`src/rtl/ord_tx_if.sv`:
```
// ord_tx_if: order-in / Avalon-ST-out bundle for ord_tx
//   slave  : ord_tx side (takes orders, sources the stream, reports drops)
//   master : strategy/MAC side (sources orders, sinks the stream)
//   ORD_TX_KILL_EN adds the kill input to both modports
interface ord_tx_if #(parameter int OUT_WIDTH = 64);
   logic                   ord_valid;
   logic [2*OUT_WIDTH-1:0] ord_data;
   logic                   ord_ready;
   logic                   out_valid;
   logic                   out_ready;
   logic [OUT_WIDTH-1:0]   out_data;
   logic                   out_sop;
   logic                   out_eop;
   logic [2:0]             out_empty;
   logic                   ovf_err;
   logic [7:0]             drop_cnt;
`ifdef ORD_TX_KILL_EN
   logic                   kill;
`endif
   modport slave (
`ifdef ORD_TX_KILL_EN
      input kill,
`endif
      input ord_valid, ord_data, out_ready,
      output ord_ready, out_valid, out_data, out_sop, out_eop, out_empty, ovf_err, drop_cnt
   );
   modport master (
`ifdef ORD_TX_KILL_EN
      output kill,
`endif
      output ord_valid, ord_data, out_ready,
      input ord_ready, out_valid, out_data, out_sop, out_eop, out_empty, ovf_err, drop_cnt
   );
endinterface

```
`src/rtl/ord_tx.sv`:
```
// ord_tx: buffers strategy orders in a FIFO and frames each as a 3-beat Avalon-ST packet
//   clk, reset : core clock, synchronous active-high reset
//   bus.ord_*  : order input (valid/data/ready); ready drops SKID entries early
//   bus.out_*  : 64-bit stream, beats HDR{seq,len,0} / order[127:64] / order[63:0]
//   bus.ovf_err, bus.drop_cnt : sticky overflow flag, saturating drop count
//   ORD_TX_KILL_EN : adds bus.kill, which flushes queued orders and drops new ones
module ord_tx #(
   parameter int ORD_WIDTH  = 128,
   parameter int OUT_WIDTH  = 64,
   parameter int FIFO_DEPTH = 8,
   parameter int SKID       = 2,
   parameter int SEQ_WIDTH  = 16
) (
   input logic    clk,
   input logic    reset,
   ord_tx_if.slave bus
);
   localparam int AW = $clog2(FIFO_DEPTH);
   localparam int CW = AW + 1;
   typedef enum logic [1:0] {IDLE, HDR, HI, LO} state_t;
   state_t                 state, state_nxt;
   logic [ORD_WIDTH-1:0]   mem [FIFO_DEPTH];
   logic [ORD_WIDTH-1:0]   head;
   logic [AW-1:0]          rd_ptr, wr_ptr;
   logic [CW-1:0]          count, count_nxt;
   logic [SEQ_WIDTH-1:0]   seq;
   logic                   kill_i, full, pop, push, drop, keep;
`ifdef ORD_TX_KILL_EN
   assign kill_i = bus.kill;
`else
   assign kill_i = 1'b0;
`endif
   assign head = mem[rd_ptr];
   assign full = count == CW'(FIFO_DEPTH);
   assign pop  = state == LO && bus.out_ready;
   // A full FIFO still takes an order when the head leaves on the same edge
   assign push = bus.ord_valid && !kill_i && (!full || pop);
   assign drop = bus.ord_valid && !kill_i && full && !pop;
   // Under kill only the packet already past its header survives the flush
   assign keep = kill_i && (state == HI || (state == LO && !bus.out_ready) || (state == HDR && bus.out_ready));
   assign count_nxt = kill_i ? CW'(keep) : count + CW'(push) - CW'(pop);
   assign bus.ord_ready = kill_i || count < CW'(FIFO_DEPTH - SKID);
   always_ff @(posedge clk)
      if (push) mem[wr_ptr] <= bus.ord_data;
   always_ff @(posedge clk) begin
      if (reset) begin
         rd_ptr       <= '0;
         wr_ptr       <= '0;
         count        <= '0;
         seq          <= '0;
         bus.ovf_err  <= 1'b0;
         bus.drop_cnt <= '0;
      end else begin
         rd_ptr <= rd_ptr + AW'(pop);
         wr_ptr <= kill_i ? rd_ptr + AW'(pop) + AW'(keep) : wr_ptr + AW'(push);
         count  <= count_nxt;
         seq    <= seq + SEQ_WIDTH'(pop);
         if (drop) bus.ovf_err <= 1'b1;
         if (drop && bus.drop_cnt != 8'hFF) bus.drop_cnt <= bus.drop_cnt + 8'd1;
      end
   end
   always_ff @(posedge clk)
      state <= reset ? IDLE : state_nxt;
   always_comb begin
      state_nxt = state;
      case (state)
         IDLE:    state_nxt = (count != '0 && !kill_i) ? HDR : IDLE;
         HDR:     state_nxt = bus.out_ready ? HI : kill_i ? IDLE : HDR;
         HI:      state_nxt = bus.out_ready ? LO : HI;
         default: state_nxt = !bus.out_ready ? LO : count_nxt != '0 ? HDR : IDLE;
      endcase
   end
   always_comb begin
      bus.out_valid = state != IDLE;
      bus.out_sop   = state == HDR;
      bus.out_eop   = state == LO;
      bus.out_empty = '0;
      bus.out_data  = state == HDR ? {16'(seq), 16'h0010, {(OUT_WIDTH-32){1'b0}}} :
                      state == HI  ? head[ORD_WIDTH-1:OUT_WIDTH] :
                      state == LO  ? head[OUT_WIDTH-1:0] : '0;
   end
endmodule
```
`src/flat_wrapper.sv`:
```
// flat-port wrapper written by rule: the top's interface ports become plain ports
module ord_tx_flat 
#(
   parameter int ORD_WIDTH  = 128,
   parameter int OUT_WIDTH  = 64,
   parameter int FIFO_DEPTH = 8,
   parameter int SKID       = 2,
   parameter int SEQ_WIDTH  = 16
)
  (clk, reset, bus_ord_valid, bus_ord_data, bus_out_ready, bus_ord_ready, bus_out_valid, bus_out_data, bus_out_sop, bus_out_eop, bus_out_empty, bus_ovf_err, bus_drop_cnt);
  ord_tx_if #(.OUT_WIDTH(OUT_WIDTH)) bus_i ();
  input logic clk;
  input logic reset;
  input wire logic [$bits(bus_i.ord_valid)-1:0] bus_ord_valid;
  input wire logic [$bits(bus_i.ord_data)-1:0] bus_ord_data;
  input wire logic [$bits(bus_i.out_ready)-1:0] bus_out_ready;
  output wire logic [$bits(bus_i.ord_ready)-1:0] bus_ord_ready;
  output wire logic [$bits(bus_i.out_valid)-1:0] bus_out_valid;
  output wire logic [$bits(bus_i.out_data)-1:0] bus_out_data;
  output wire logic [$bits(bus_i.out_sop)-1:0] bus_out_sop;
  output wire logic [$bits(bus_i.out_eop)-1:0] bus_out_eop;
  output wire logic [$bits(bus_i.out_empty)-1:0] bus_out_empty;
  output wire logic [$bits(bus_i.ovf_err)-1:0] bus_ovf_err;
  output wire logic [$bits(bus_i.drop_cnt)-1:0] bus_drop_cnt;
  assign bus_i.ord_valid = bus_ord_valid;
  assign bus_i.ord_data = bus_ord_data;
  assign bus_i.out_ready = bus_out_ready;
  assign bus_ord_ready = bus_i.ord_ready;
  assign bus_out_valid = bus_i.out_valid;
  assign bus_out_data = bus_i.out_data;
  assign bus_out_sop = bus_i.out_sop;
  assign bus_out_eop = bus_i.out_eop;
  assign bus_out_empty = bus_i.out_empty;
  assign bus_ovf_err = bus_i.ovf_err;
  assign bus_drop_cnt = bus_i.drop_cnt;
  ord_tx #(.ORD_WIDTH(ORD_WIDTH), .OUT_WIDTH(OUT_WIDTH), .FIFO_DEPTH(FIFO_DEPTH), .SKID(SKID), .SEQ_WIDTH(SEQ_WIDTH)) u_core (.clk(clk), .reset(reset), .bus(bus_i));
endmodule
```
`config.mk`:
```
export PLATFORM = sky130hd
export DESIGN_NAME = ord_tx_flat
export DESIGN_NICKNAME = d
export VERILOG_FILES = /design/src/rtl/ord_tx_if.sv /design/src/rtl/ord_tx.sv /design/src/flat_wrapper.sv
export SDC_FILE = /design/constraint.sdc
export NUM_CORES = 1
export LEC_CHECK = 0
export BUFFER_PORTS_ARGS = -buffer_cell sky130_fd_sc_hd__buf_2
export CAP_MARGIN = 5
export CORE_ASPECT_RATIO = 0.7
export CORE_MARGIN = 2
export CORE_UTILIZATION = 65
export DETAILED_ROUTE_END_ITERATION = 10
export HOLD_SLACK_MARGIN = 0.08
export PLACE_DENSITY = 0.82
export SETUP_SLACK_MARGIN = 0.05
export SKIP_CTS_REPAIR_TIMING = 1
export SLEW_MARGIN = 0
export SYNTH_ARGS = -nofsm -noshare
export SYNTH_HDL_FRONTEND = slang
export SYNTH_SLANG_ARGS = --single-unit
```
`constraint.sdc`:
```
create_clock -name clk -period 20.1 [get_ports clk]
set_input_delay 2.01 -clock clk [delete_from_list [all_inputs] [get_ports clk]]
set_output_delay 2.01 -clock clk [all_outputs]
set_load 0.02 [all_outputs]
```
==> summary.md <==
| Metric | Value |
|---|---|
| Reg-to-reg slack, setup | `15.40 ns` |
| Setup TNS | `0 ns` |
| Synth area leader | `edfxtp_1` |
| Switching share of power | `23.5%` |
| Slew Limit Fails | `0` |
| DRT iter0 DRCs | `2196` |
| Synth area leaders | `edfxtp_1 (76%), mux4_2 (14%), mux2i_1 (2.8%)` |
| Max-cap viol count | `0` |
| Die X | `303 um` |
| Post-route setup slack | `13.31 ns` |
| Final period util | `33.8%` |
| Synth Flop Type | `edfxtp_1` |
| GRT overflow | `0` |
| CTS Root Cell | `clkbuf_16` |
| Synth warnings | `0` |
| Worst-path clk slew | `0.07 ns` |
| Min cycle time layout | `6.79 ns` |
| Count leader, synth | `edfxtp_1` |
| Internal cell power | `3.79 mW` |
| Reg2Reg Depth | `7` |
| Leak Pwr | `14.2 nW` |
| Die ar. | `64600 um^2` |
| Outcome | `finished, final reports clean` |
| Switching pwr | `1.17 mW` |
| Multi-input logic area | `8600 um^2` |
| Core area | `61600 um^2` |
| Worst hold path endpoint | `u_core.bus.ovf_err` |
| Async SR Flop Fraction | `0%` |
| Sequential share of the synthesized area | `77.5%` |
| Worst path top cell family by delay | `buffers and inverters` |
| Chip height | `213 um` |
| Clock power share | `37.3%` |
| Post-synth EDFFs | `1024` |
| Combinational Power Share | `10.2%` |
| Crit path DAT | `4.78 ns` |
| Fin Clk Skew | `0.0298 ns` |
| Ports | `212` |
| RR Startpoint | `u_core.state[0]` |
| Fmax achieved | `0.147 GHz` |
| Wirelength per Cell | `30.9 um` |
| Mapped cell area | `40600 um^2` |
| H-tree depth | `3` |
| Input/output buffers | `208` |
| Worst hold path class | `flip-flop to flip-flop` |
| Setup-failing EPs final | `0` |
| Worst-Margin Slew | `1.24 ns` |
| Post-DP HPWL | `45.0 mm` |
| DRC Markers | `0` |
| Nets | `2176` |
| DR vias | `19800` |
| Drt pass-1 iters | `7` |
| Max stage delay on crit path | `1.05 ns` |
| Pwr Density | `109 nW/um^2` |
| Post-synth top area share | `75.7%` |
| Post-Syn Area per Cell | `22.6 um^2` |
| Share of post-route cells with drive strength above 1 | `30.9%` |
| Final WL | `91.0 mm` |
| Crit-path most repeated cell | `buf_4` |
| Vias per cell | `6.71` |
| Type of origin of the critical path | `flip-flop` |
| Final cell count without fillers | `2947` |
| Worst slew margin | `17.3%` |
| WHS Path Cells | `2` |
| CTS tree | `built` |
| Routability cong. | `0.764` |
| Commonest cells in the netlist | `edfxtp_1 (1024), mux4_2 (256), mux2i_1 (112)` |
| Initial Util | `65.9%` |
| Slowest stage cell, crit path | `buf_4` |
| Vias in the first global route | `20700` |
| Largest net degree at the start of global routing | `129` |
| Netlist cell types | `48` |
| GRT Resource Usage Total | `28.9%` |
| CTS sink count | `1061` |
| Initial antenna violation count | `30` |
| Crit path kind | `flip-flop to output port` |
| Seq pwr share | `52.5%` |
| Flops & latches, synth | `1061` |
| Fillcell total | `3208` |
| Cts bufs inserted | `93` |
| Worst-skew pair later-pin latency | `0.67 ns` |
| Unrepaired setup endpoints after global routing | `no` |
| Total Power | `4.96 mW` |
| First-pass GRT wire length | `134 mm` |
| Crit end category | `output port` |
| Crit-path max FO | `84` |
| Worst vdd ir | `0.123 mV` |
| Dpl cells | `2756` |
| Start point of the worst hold path | `u_core.bus.ovf_err` |
| Area delta synth->final | `12.4%` |
| Final Hold Violating Endpoints | `0` |
| Pre-CTS setup slack | `13.94 ns` |
| Clock buffer depth | `3` |
| CP required | `18.09 ns` |
| # rows | `76` |
| Routed Antenna Nets | `0` |
| R2R Path End | `u_core.mem[6][94]` |
| Mapped Cells | `1796` |
| Reg area | `31500 um^2` |
| Crit path buffers/inverters | `3` |
| CP cell instances | `buf_4 -> buf_4 -> mux4_2 -> mux2i_1 -> o22ai_1 -> buf_2` |
[registers in the layout, summed over array words and instances (netlist names)]
register and cells:
u_core.wr_ptr 3, u_core.mem 1024, u_core.state 2, u_core.seq 16, u_core.rd_ptr 3, u_core.bus.drop_cnt 8
u_core.count 4, u_core.bus.ovf_err 1
[layer usage]
| layer | global-route usage (%) | routed length, um |
|---|---|---|
| met1 | 38.4 | 33800 |
| met2 | 47.2 | 46300 |
| met3 | 7.39 | 7990 |
| met4 | 10.6 | 2740 |
| met5 | 0 | 192 |
[worst register-to-register path: cells and delay by family (launching register included)]
family	cells	cell delay [ns]
flops	1	0.31
simple gates	3	1.33
buf+inv	3	2.08
compound gates	1	0.57
[final cells by class]
class	count	area share, %
timing repair buffer	236	2.82
antenna	18	0.0986
clock buffer	123	5.55
sequential	1061	69.0
tap	819	2.24
clock inverter	50	1.37
inverter	15	0.123
multi-input combinational	625	18.8
[layout by cell type, fill, tap and decap left out, types with 4 or more instances in the layout]
| master | synthesis | layout |
|---|---|---|
| a21oi_1 | 11 | 11 |
| buf_2 | 38 | 208 |
| buf_4 | 24 | 25 |
| bufinv_16 | 0 | 12 |
| clkbuf_1 | 23 | 24 |
| clkbuf_16 | 0 | 96 |
| clkinv_1 | 0 | 15 |
| clkinv_2 | 0 | 11 |
| clkinvlp_4 | 0 | 5 |
| dfxtp_1 | 37 | 34 |
| diode_2 | 0 | 18 |
| edfxtp_1 | 1024 | 1024 |
| ha_1 | 11 | 11 |
| inv_1 | 15 | 15 |
| mux2i_1 | 112 | 112 |
| mux4_2 | 256 | 256 |
| nand2_1 | 14 | 13 |
| nand2b_1 | 5 | 4 |
| nand3_1 | 11 | 11 |
| nor2_1 | 29 | 23 |
| nor2_4 | 0 | 6 |
| nor2b_1 | 9 | 9 |
| o21ai_0 | 24 | 24 |
| o22ai_1 | 79 | 79 |
| or3_1 | 4 | 4 |
| xnor2_1 | 13 | 13 |
[how the worst max path moves through the flow]
stage                                 from           endpoint  slack (ns)  cells after the start
after detailed placement     bus_out_ready  u_core.mem[6][24]       13.94                      7
final                     u_core.rd_ptr[1]   bus_out_data[31]       13.31                      6
after global routing      u_core.rd_ptr[1]   bus_out_data[22]       13.13                      6
after global placement       bus_out_ready  u_core.mem[6][88]       13.97                      7
after floorplan              bus_out_ready   u_core.mem[0][0]        7.99                      4
after CTS                 u_core.rd_ptr[1]   bus_out_data[22]       13.23                      6
[kinds of logic after synthesis]
family                     count (synthesis)  share of synthesized area, %
xor gates and xnor gates                  16                         0.345
other                                      1                       0.00923
adders and majority gates                 12                         0.388
DFF                                     1061                          77.5
muxes                                    371                          17.0
buffers and inverters                    112                          1.51
and+or+nand+nor                          100                          1.35
AOI/OAI and AO/OA                        123                          1.87
[power groups by stage]
| stage | clock [mW] | combinational [mW] | sequential [mW] |
|---|---|---|---|
| floorplan | 0 | 0.316 | 2.66 |
| global placement | 0 | 0.485 | 2.63 |
| detailed placement | 0 | 0.496 | 2.64 |
| CTS | 1.86 | 0.507 | 2.60 |
| global route | 1.94 | 0.536 | 2.61 |
| finish | 1.85 | 0.504 | 2.60 |
[per-stage QoR]
step | util, % | area [um^2] | hold slack, ns
5_1_grt | 74.1 | 45700 | 0.481
6_report | 74.1 | 45700 | 0.463
2_1_floorplan | - | 40600 | 0.468
4_1_cts | 74.1 | 45600 | 0.463
3_5_place_dp | 68.9 | 42500 | 0.452
3_3_place_gp | 68.9 | 42500 | 0.444
(Power assumes the default switching activity.)
